===== src/rtl/mem_access_stage_pkg.sv =====
// Shared definitions for the MEM pipeline stage.
// Holds the datapath widths, one-hot access-size indices, byte-mask
// constants, the MEM FSM state encoding and a size-to-mask helper.
package mem_access_stage_pkg;

  localparam int P_XLEN    = 64;
  localparam int P_REGID_W = 5;

  // Bit positions inside the one-hot wdt_op size field
  localparam int WDT_B = 0;
  localparam int WDT_H = 1;
  localparam int WDT_W = 2;
  localparam int WDT_D = 3;

  // Byte enables for a lane-0 access of each size
  localparam logic [7:0] MASK_B = 8'h01;
  localparam logic [7:0] MASK_H = 8'h03;
  localparam logic [7:0] MASK_W = 8'h0F;
  localparam logic [7:0] MASK_D = 8'hFF;

  typedef enum logic [1:0] {
    ST_IDLE   = 2'd0,
    ST_REQ    = 2'd1,
    ST_WAIT_R = 2'd2
  } mem_state_e;

  // Lane-0 byte mask for a one-hot size; an empty size gives no enables
  function automatic logic [7:0] size_mask(input logic [3:0] wdt);
    logic [7:0] m;
    m = 8'h00;
    if (wdt[WDT_D])      m = MASK_D;
    else if (wdt[WDT_W]) m = MASK_W;
    else if (wdt[WDT_H]) m = MASK_H;
    else if (wdt[WDT_B]) m = MASK_B;
    return m;
  endfunction

endpackage


===== src/rtl/mem_access_stage_lsu_align.sv =====
// lsu_align: purely combinational store/load lane alignment.
// Ports:
//   i_wdt_op    one-hot access size {D,W,H,B}
//   i_lane      byte lane inside the 8-byte word (addr[2:0])
//   i_unsigned  zero-extend loads instead of sign-extending
//   i_wdata     right-justified store data
//   i_rdata     raw 8-byte read data from the bus
//   o_st_wdata  store data replicated across every lane of its size
//   o_st_wmask  byte enables shifted to the addressed lane
//   o_ld_data   shifted, truncated and extended load result
module lsu_align
  import mem_access_stage_pkg::*;
#(
  parameter int XLEN = P_XLEN
) (
  input  logic [3:0]      i_wdt_op,
  input  logic [2:0]      i_lane,
  input  logic            i_unsigned,
  input  logic [XLEN-1:0] i_wdata,
  input  logic [XLEN-1:0] i_rdata,
  output logic [XLEN-1:0] o_st_wdata,
  output logic [7:0]      o_st_wmask,
  output logic [XLEN-1:0] o_ld_data
);

  logic [XLEN-1:0] w_sh;
  logic            w_sext;

  // Bring the addressed byte down to bit 0
  assign w_sh       = i_rdata >> {i_lane, 3'b000};
  assign o_st_wmask = size_mask(i_wdt_op) << i_lane;

  always_comb begin
    o_st_wdata = '0;
    o_ld_data  = '0;
    w_sext     = 1'b0;
    if (i_wdt_op[WDT_D]) begin
      // Doubleword fills the register, so signedness is irrelevant
      o_st_wdata = i_wdata;
      o_ld_data  = w_sh;
    end else if (i_wdt_op[WDT_W]) begin
      w_sext     = ~i_unsigned & w_sh[31];
      o_st_wdata = {2{i_wdata[31:0]}};
      o_ld_data  = {{32{w_sext}}, w_sh[31:0]};
    end else if (i_wdt_op[WDT_H]) begin
      w_sext     = ~i_unsigned & w_sh[15];
      o_st_wdata = {4{i_wdata[15:0]}};
      o_ld_data  = {{48{w_sext}}, w_sh[15:0]};
    end else if (i_wdt_op[WDT_B]) begin
      w_sext     = ~i_unsigned & w_sh[7];
      o_st_wdata = {8{i_wdata[7:0]}};
      o_ld_data  = {{56{w_sext}}, w_sh[7:0]};
    end
  end

endmodule


===== src/rtl/mem_access_stage.sv =====
// mem_access_stage: MEM stage of the 5-stage RV64 pipeline.
// Issues loads/stores on a req/gnt/rvalid data bus, stalls upstream while
// an access is outstanding and registers the retiring result into MEM/WB.
// Ports:
//   clk, rst            clock, asynchronous active-high reset
//   *_MEM               EX/MEM register contents (held stable while stalled)
//   dmem_*              data-memory bus (req/we/addr/wdata/wmask out,
//                       gnt/rvalid/rdata in)
//   stall_MEM           hold EX/MEM and all earlier stages
//   wb_*, misalign,
//   pc_WB, inst_WB      registered MEM/WB outputs
//   dbg_state           current FSM state (IDLE=0, REQ=1, WAIT_R=2)
// Bus handshake: dmem_req is valid and dmem_gnt is ready; a request is
// accepted in the cycle both are high, and its address/data/mask stay stable
// from the first req cycle until that cycle. Read data arrives with
// dmem_rvalid at least one cycle after the granting cycle.
module mem_access_stage
  import mem_access_stage_pkg::*;
#(
  parameter int XLEN    = P_XLEN,
  parameter int REGID_W = P_REGID_W
) (
  input  logic               clk,
  input  logic               rst,
  input  logic               flush_MEM,
  input  logic [REGID_W-1:0] rd_MEM,
  input  logic               ren_MEM,
  input  logic               wen_MEM,
  input  logic               unsigned_MEM,
  input  logic [3:0]         wdt_op_MEM,
  input  logic [XLEN-1:0]    alu_result_MEM,
  input  logic [XLEN-1:0]    wdata_MEM,
  input  logic [XLEN-1:0]    pc_MEM,
  input  logic [31:0]        inst_MEM,
  output logic               dmem_req,
  output logic               dmem_we,
  output logic [XLEN-1:0]    dmem_addr,
  output logic [XLEN-1:0]    dmem_wdata,
  output logic [7:0]         dmem_wmask,
  input  logic               dmem_gnt,
  input  logic               dmem_rvalid,
  input  logic [XLEN-1:0]    dmem_rdata,
  output logic               stall_MEM,
  output logic               wb_valid,
  output logic [REGID_W-1:0] wb_rd,
  output logic [XLEN-1:0]    wb_data,
  output logic               wb_wen_rf,
  output logic               misalign,
  output logic [XLEN-1:0]    pc_WB,
  output logic [31:0]        inst_WB,
  output logic [1:0]         dbg_state
);

  mem_state_e      r_state;
  mem_state_e      w_state_nxt;
  logic            w_mem_op;
  logic            w_misalign;
  logic            w_access;
  logic            w_complete;
  logic [2:0]      w_lane;
  logic [XLEN-1:0] w_ld_data;

  assign w_lane   = alu_result_MEM[2:0];
  assign w_mem_op = ~flush_MEM & (ren_MEM | wen_MEM);

  // Bytes never misalign; each wider size needs its low address bits clear
  assign w_misalign = w_mem_op &
                      ((wdt_op_MEM[WDT_H] & w_lane[0]) |
                       (wdt_op_MEM[WDT_W] & (w_lane[1:0] != 2'b00)) |
                       (wdt_op_MEM[WDT_D] & (w_lane != 3'b000)));
  assign w_access   = w_mem_op & ~w_misalign;

  assign dmem_addr = {alu_result_MEM[XLEN-1:3], 3'b000};
  assign dmem_we   = dmem_req & wen_MEM;
  assign dbg_state = r_state;

  lsu_align #(.XLEN(XLEN)) u_lsu_align (
    .i_wdt_op   (wdt_op_MEM),
    .i_lane     (w_lane),
    .i_unsigned (unsigned_MEM),
    .i_wdata    (wdata_MEM),
    .i_rdata    (dmem_rdata),
    .o_st_wdata (dmem_wdata),
    .o_st_wmask (dmem_wmask),
    .o_ld_data  (w_ld_data)
  );

  // w_complete marks the cycle an instruction retires into WB; stall_MEM is
  // high in every other cycle of an unfinished access.
  always_comb begin
    w_state_nxt = r_state;
    dmem_req    = 1'b0;
    stall_MEM   = 1'b0;
    w_complete  = 1'b0;
    case (r_state)
      ST_IDLE: begin
        if (w_access) begin
          dmem_req = 1'b1;
          if (dmem_gnt && wen_MEM) begin
            w_complete = 1'b1;
          end else if (dmem_gnt) begin
            stall_MEM   = 1'b1;
            w_state_nxt = ST_WAIT_R;
          end else begin
            stall_MEM   = 1'b1;
            w_state_nxt = ST_REQ;
          end
        end else if (!flush_MEM && !w_mem_op) begin
          w_complete = 1'b1;
        end
      end
      ST_REQ: begin
        dmem_req = 1'b1;
        if (dmem_gnt && wen_MEM) begin
          w_complete  = 1'b1;
          w_state_nxt = ST_IDLE;
        end else if (dmem_gnt) begin
          stall_MEM   = 1'b1;
          w_state_nxt = ST_WAIT_R;
        end else begin
          stall_MEM = 1'b1;
        end
      end
      ST_WAIT_R: begin
        if (dmem_rvalid) begin
          w_complete  = 1'b1;
          w_state_nxt = ST_IDLE;
        end else begin
          stall_MEM = 1'b1;
        end
      end
      default: begin
        w_state_nxt = ST_IDLE;
      end
    endcase
    // The instruction still sitting in EX/MEM during reset must not reach
    // the bus or hold the pipeline.
    if (rst) begin
      dmem_req   = 1'b0;
      stall_MEM  = 1'b0;
      w_complete = 1'b0;
    end
  end

  always_ff @(posedge clk or posedge rst) begin
    if (rst) begin
      r_state   <= ST_IDLE;
      wb_valid  <= 1'b0;
      wb_rd     <= '0;
      wb_data   <= '0;
      wb_wen_rf <= 1'b0;
      misalign  <= 1'b0;
      pc_WB     <= '0;
      inst_WB   <= '0;
    end else begin
      r_state   <= w_state_nxt;
      wb_valid  <= w_complete;
      wb_rd     <= rd_MEM;
      wb_data   <= ren_MEM ? w_ld_data : alu_result_MEM;
      wb_wen_rf <= w_complete & ~wen_MEM & (rd_MEM != '0);
      misalign  <= w_misalign & (r_state == ST_IDLE);
      pc_WB     <= pc_MEM;
      inst_WB   <= inst_MEM;
    end
  end

endmodule

===== config.mk =====
export PLATFORM = sky130hd
export DESIGN_NAME = mem_access_stage
export DESIGN_NICKNAME = d
export VERILOG_FILES = /design/src/rtl/mem_access_stage_pkg.sv /design/src/rtl/mem_access_stage_lsu_align.sv /design/src/rtl/mem_access_stage.sv
export SDC_FILE = /design/constraint.sdc
export NUM_CORES = 1
export LEC_CHECK = 0
export ABC_AREA = 1
export BUFFER_PORTS_ARGS = -buffer_cell sky130_fd_sc_hd__buf_4
export CAP_MARGIN = 10
export CORE_AREA = 2 2 237 239
export CTS_BUF_LIST = sky130_fd_sc_hd__clkbuf_16
export DETAILED_ROUTE_END_ITERATION = 10
export DIE_AREA = 0 0 239 241
export GPL_ROUTABILITY_DRIVEN = 0
export GPL_TIMING_DRIVEN = 0
export SYNTH_ARGS = -nofsm -noshare
export SYNTH_HDL_FRONTEND = slang
export SYNTH_SLANG_ARGS = --single-unit

===== constraint.sdc =====
create_clock -name clk -period 8.5 [get_ports clk]
set_input_delay 1.7 -clock clk [delete_from_list [all_inputs] [get_ports clk]]
set_output_delay 1.7 -clock clk [all_outputs]
set_load 0.03 [all_outputs]

==> results.md <==
* Status: finished clean
* CORE AREA at 54900 sq um
* RSZ-0062 raised after global routing: false
* Post-route ant nets at 0
* Layout Nets at 2097
* Worst-Margin Slew at 0.842 ns
* Area Growth Syn to Fin at 65.1%
* Die Height at 241 microns
* Via count at 10902
* Leakage at 8.12 nW
* CTS Sinks at 170
* Tcrit/Tclk final at 0.611
* Hold Crit Class: register to register
* Slew HR at 0.439
* FF+latch count, synth at 170
* Hpwl dp at 46.9 mm
* Crit. End Element: output port
* Skew final at 0.00591 ns
* Fin area at 15400 sq um
* Placed Area at 14800 sq um
* Max Slew Vio Count at 0
* DR top layer: met5
* Drt via density at 4.34
* Initial DRC count at 841
* Total GRT Usage at 0.186
* Std cell rows at 86
* Clock slew at the register clock pins of the worst setup and hold paths at 0.07 ns
* CTS root buffer: clkbuf_16
* Fin Hold WS at 0.588 ns
* Share of layout cells above drive strength 1 at 0.466
* Critical path class: input pin to output port
* Initial antenna violation count at 20
* Critical Path Fanout Max at 10
* Sequential fraction of the synthesis area at 0.455
* Min Tclk post-route at 5.19 ns
* First-pass GRT wire length at 74.9 mm
* Cells after Synth at 1164
* Wire per inst at 22.1 microns
* Largest net degree at the start of global routing at 130
* Met2 wire length at 29.4 mm
* Worst EP arrival at 3.49 ns
* DRC Markers at 0
* Finish-stage setup viols at 0
* Die area at 57600 sq um
* Chip width at 239 microns
* Hold buffers post-CTS at 0
* CTS tree: yes
* Peak VDD IR at 0.139 mV
* Port buffer count at 606
* Startpoint Class: input pin
* Total CTS buffers at 17
* Yosys cell types at 45
* Avg Cell Area, Syn at 8.04 sq um
* Final wirelength at 55.6 mm
* Warnings from Yosys at 0
* Wire length on met3 at 5.16 mm
* # IOs at 614
* Reg2reg setup slack at 7.23 ns
* Power per Cell Area at 167 nW/um^2
* Post-cts resize count at 0
* Longest Clk Path Bufs at 2
* Fillers at 5992
* Worst path required time at 6.80 ns
* Synth Cell Area at 9360 sq um
* Max Cap Violations at 0
* H-Tree Depth at 4
* Starting density of the core at 0.170
* Max Fclk at 193 MHz
* Synth async-reset ratio at 1.00
* Drt pass-1 iters at 6
* Clk_lat worst skew at 0.47 ns
* Number of flops mapped to enable cells by yosys at 0
* Met1 WL at 19.3 mm
* Postcts setup bufs at 0
* Overflow left after global routing at 0
* Top FF cell, synth: dfrtp_1
* Count of final hold-check violations at 0
* Number of global-route vias before repair at 10757
* Setup TNS at 0 ns
[registers in the layout, summed over array words and instances (netlist names)]
signal	cells
dbg_state	2
inst_WB	32
misalign	1
pc_WB	64
wb_data	64
wb_rd	5
wb_valid	1
wb_wen_rf	1
[placed cells by master, fill, tap and decap left out, types with 5 or more instances in the layout]
cell and instances:
inv_8 5, a211oi_1 7, a22oi_1 6, clkinv_8 5, o211ai_1 46, clkbuf_1 22
a21oi_1 13, a31oi_1 9, nand2_1 272, o21ai_0 79, or2_2 49, nor2_1 94
nand3_2 33, buf_1 11, o21ai_1 6, buf_4 673, o311ai_0 5, diode_2 5
inv_1 114, nor3_1 5, dfrtp_1 170, nand3_1 86, clkbuf_16 17, buf_2 23
buf_6 10, nand2_2 5
[synthesized netlist by cell type, types with 3 or more instances]
cell | count | area [sq um]
buf_8 | 3 | 45.0
nand2_1 | 272 | 1020
a211oi_1 | 7 | 52.6
o21ai_1 | 6 | 30.0
or2_2 | 49 | 307
nor2_1 | 94 | 353
nand3_1 | 86 | 430
a31oi_1 | 9 | 56.3
clkbuf_1 | 22 | 82.6
buf_2 | 23 | 115
o211ai_1 | 46 | 345
buf_6 | 10 | 113
nor2_2 | 3 | 18.8
a21oi_1 | 13 | 65.1
buf_1 | 11 | 41.3
buf_4 | 67 | 503
inv_1 | 115 | 432
and2_1 | 3 | 18.8
nand2_2 | 5 | 31.3
nand3_2 | 33 | 330
nor3_1 | 5 | 25.0
o311ai_0 | 5 | 43.8
a22oi_1 | 6 | 45.0
o21ai_0 | 79 | 395
dfrtp_1 | 170 | 4250
[metal layers]
| metal | up-vias | GRT usage |
|---|---|---|
| li1 | 4947 | - |
| met1 | 5101 | 0.191 |
| met2 | 683 | 0.352 |
| met3 | 141 | 0.0642 |
| met4 | 30 | 0.0602 |
| met5 | - | 0 |
[path summary, 6_finish.rpt]
path | start | end | cells after the start
setup / recovery | wdt_op_MEM[1] | dmem_wdata[0] | 7
hold / removal | dbg_state[1] | dbg_state[0] | 1
setup reg to reg | dbg_state[1] | wb_wen_rf | 7
hold reg to reg | dbg_state[1] | dbg_state[0] | 1
max in group asynchronous | rst | inst_WB[11] | 3
min in group asynchronous | rst | wb_data[17] | 2
[worst max-delay path, stage by stage]
cell,delay (ns)
buf_2,0.17
nor2_1,0.16
nand2_1,0.10
nor2_2,0.49
clkbuf_1,0.54
nor2_1,0.12
buf_4,0.20
[final cells by class]
type | instances | area, sq um | share of cell area
Antenna cell | 5 | 12.5 | 0.000810
Buffer | 136 | 900 | 0.0583
Clock buffer | 17 | 425 | 0.0275
Clock inverter | 15 | 176 | 0.0114
Inverter | 118 | 453 | 0.0293
Multi-Input combinational cell | 742 | 3760 | 0.244
Sequential cell | 170 | 4250 | 0.275
Tap cell | 704 | 881 | 0.0570
Timing Repair Buffer | 607 | 4580 | 0.296
[power by group]
part           switching, mW  total, mW  internal, mW
logic                  0.548      0.881         0.334
registers             0.0240      0.892         0.868
clock network          0.410      0.806         0.396
total                  0.982       2.58          1.60
[through the flow]
| step | setup WS [ns] | util | std cells | power (mW) |
|---|---|---|---|---|
| after CTS | 3.23 | 0.281 | 2509 | 2.63 |
| final | 3.31 | 0.281 | 2514 | 2.58 |
| after global routing | 3.05 | 0.281 | 2512 | 2.71 |
| after floorplan | 2.18 | - | 1166 | 1.37 |
| after global placement | -0.215 | 0.270 | 2476 | 1.78 |
| after detailed placement | 3.24 | 0.270 | 2477 | 1.80 |
[cells by family after synthesis]
group / share of synthesized area
AOI/OAI and AO/OA: 0.124
buffers and inverters: 0.144
DFF: 0.455
muxes: 0.00107
other: 0.000401
and+or+nand+nor: 0.276
Note: power is estimated with default switching activity, not from simulation.
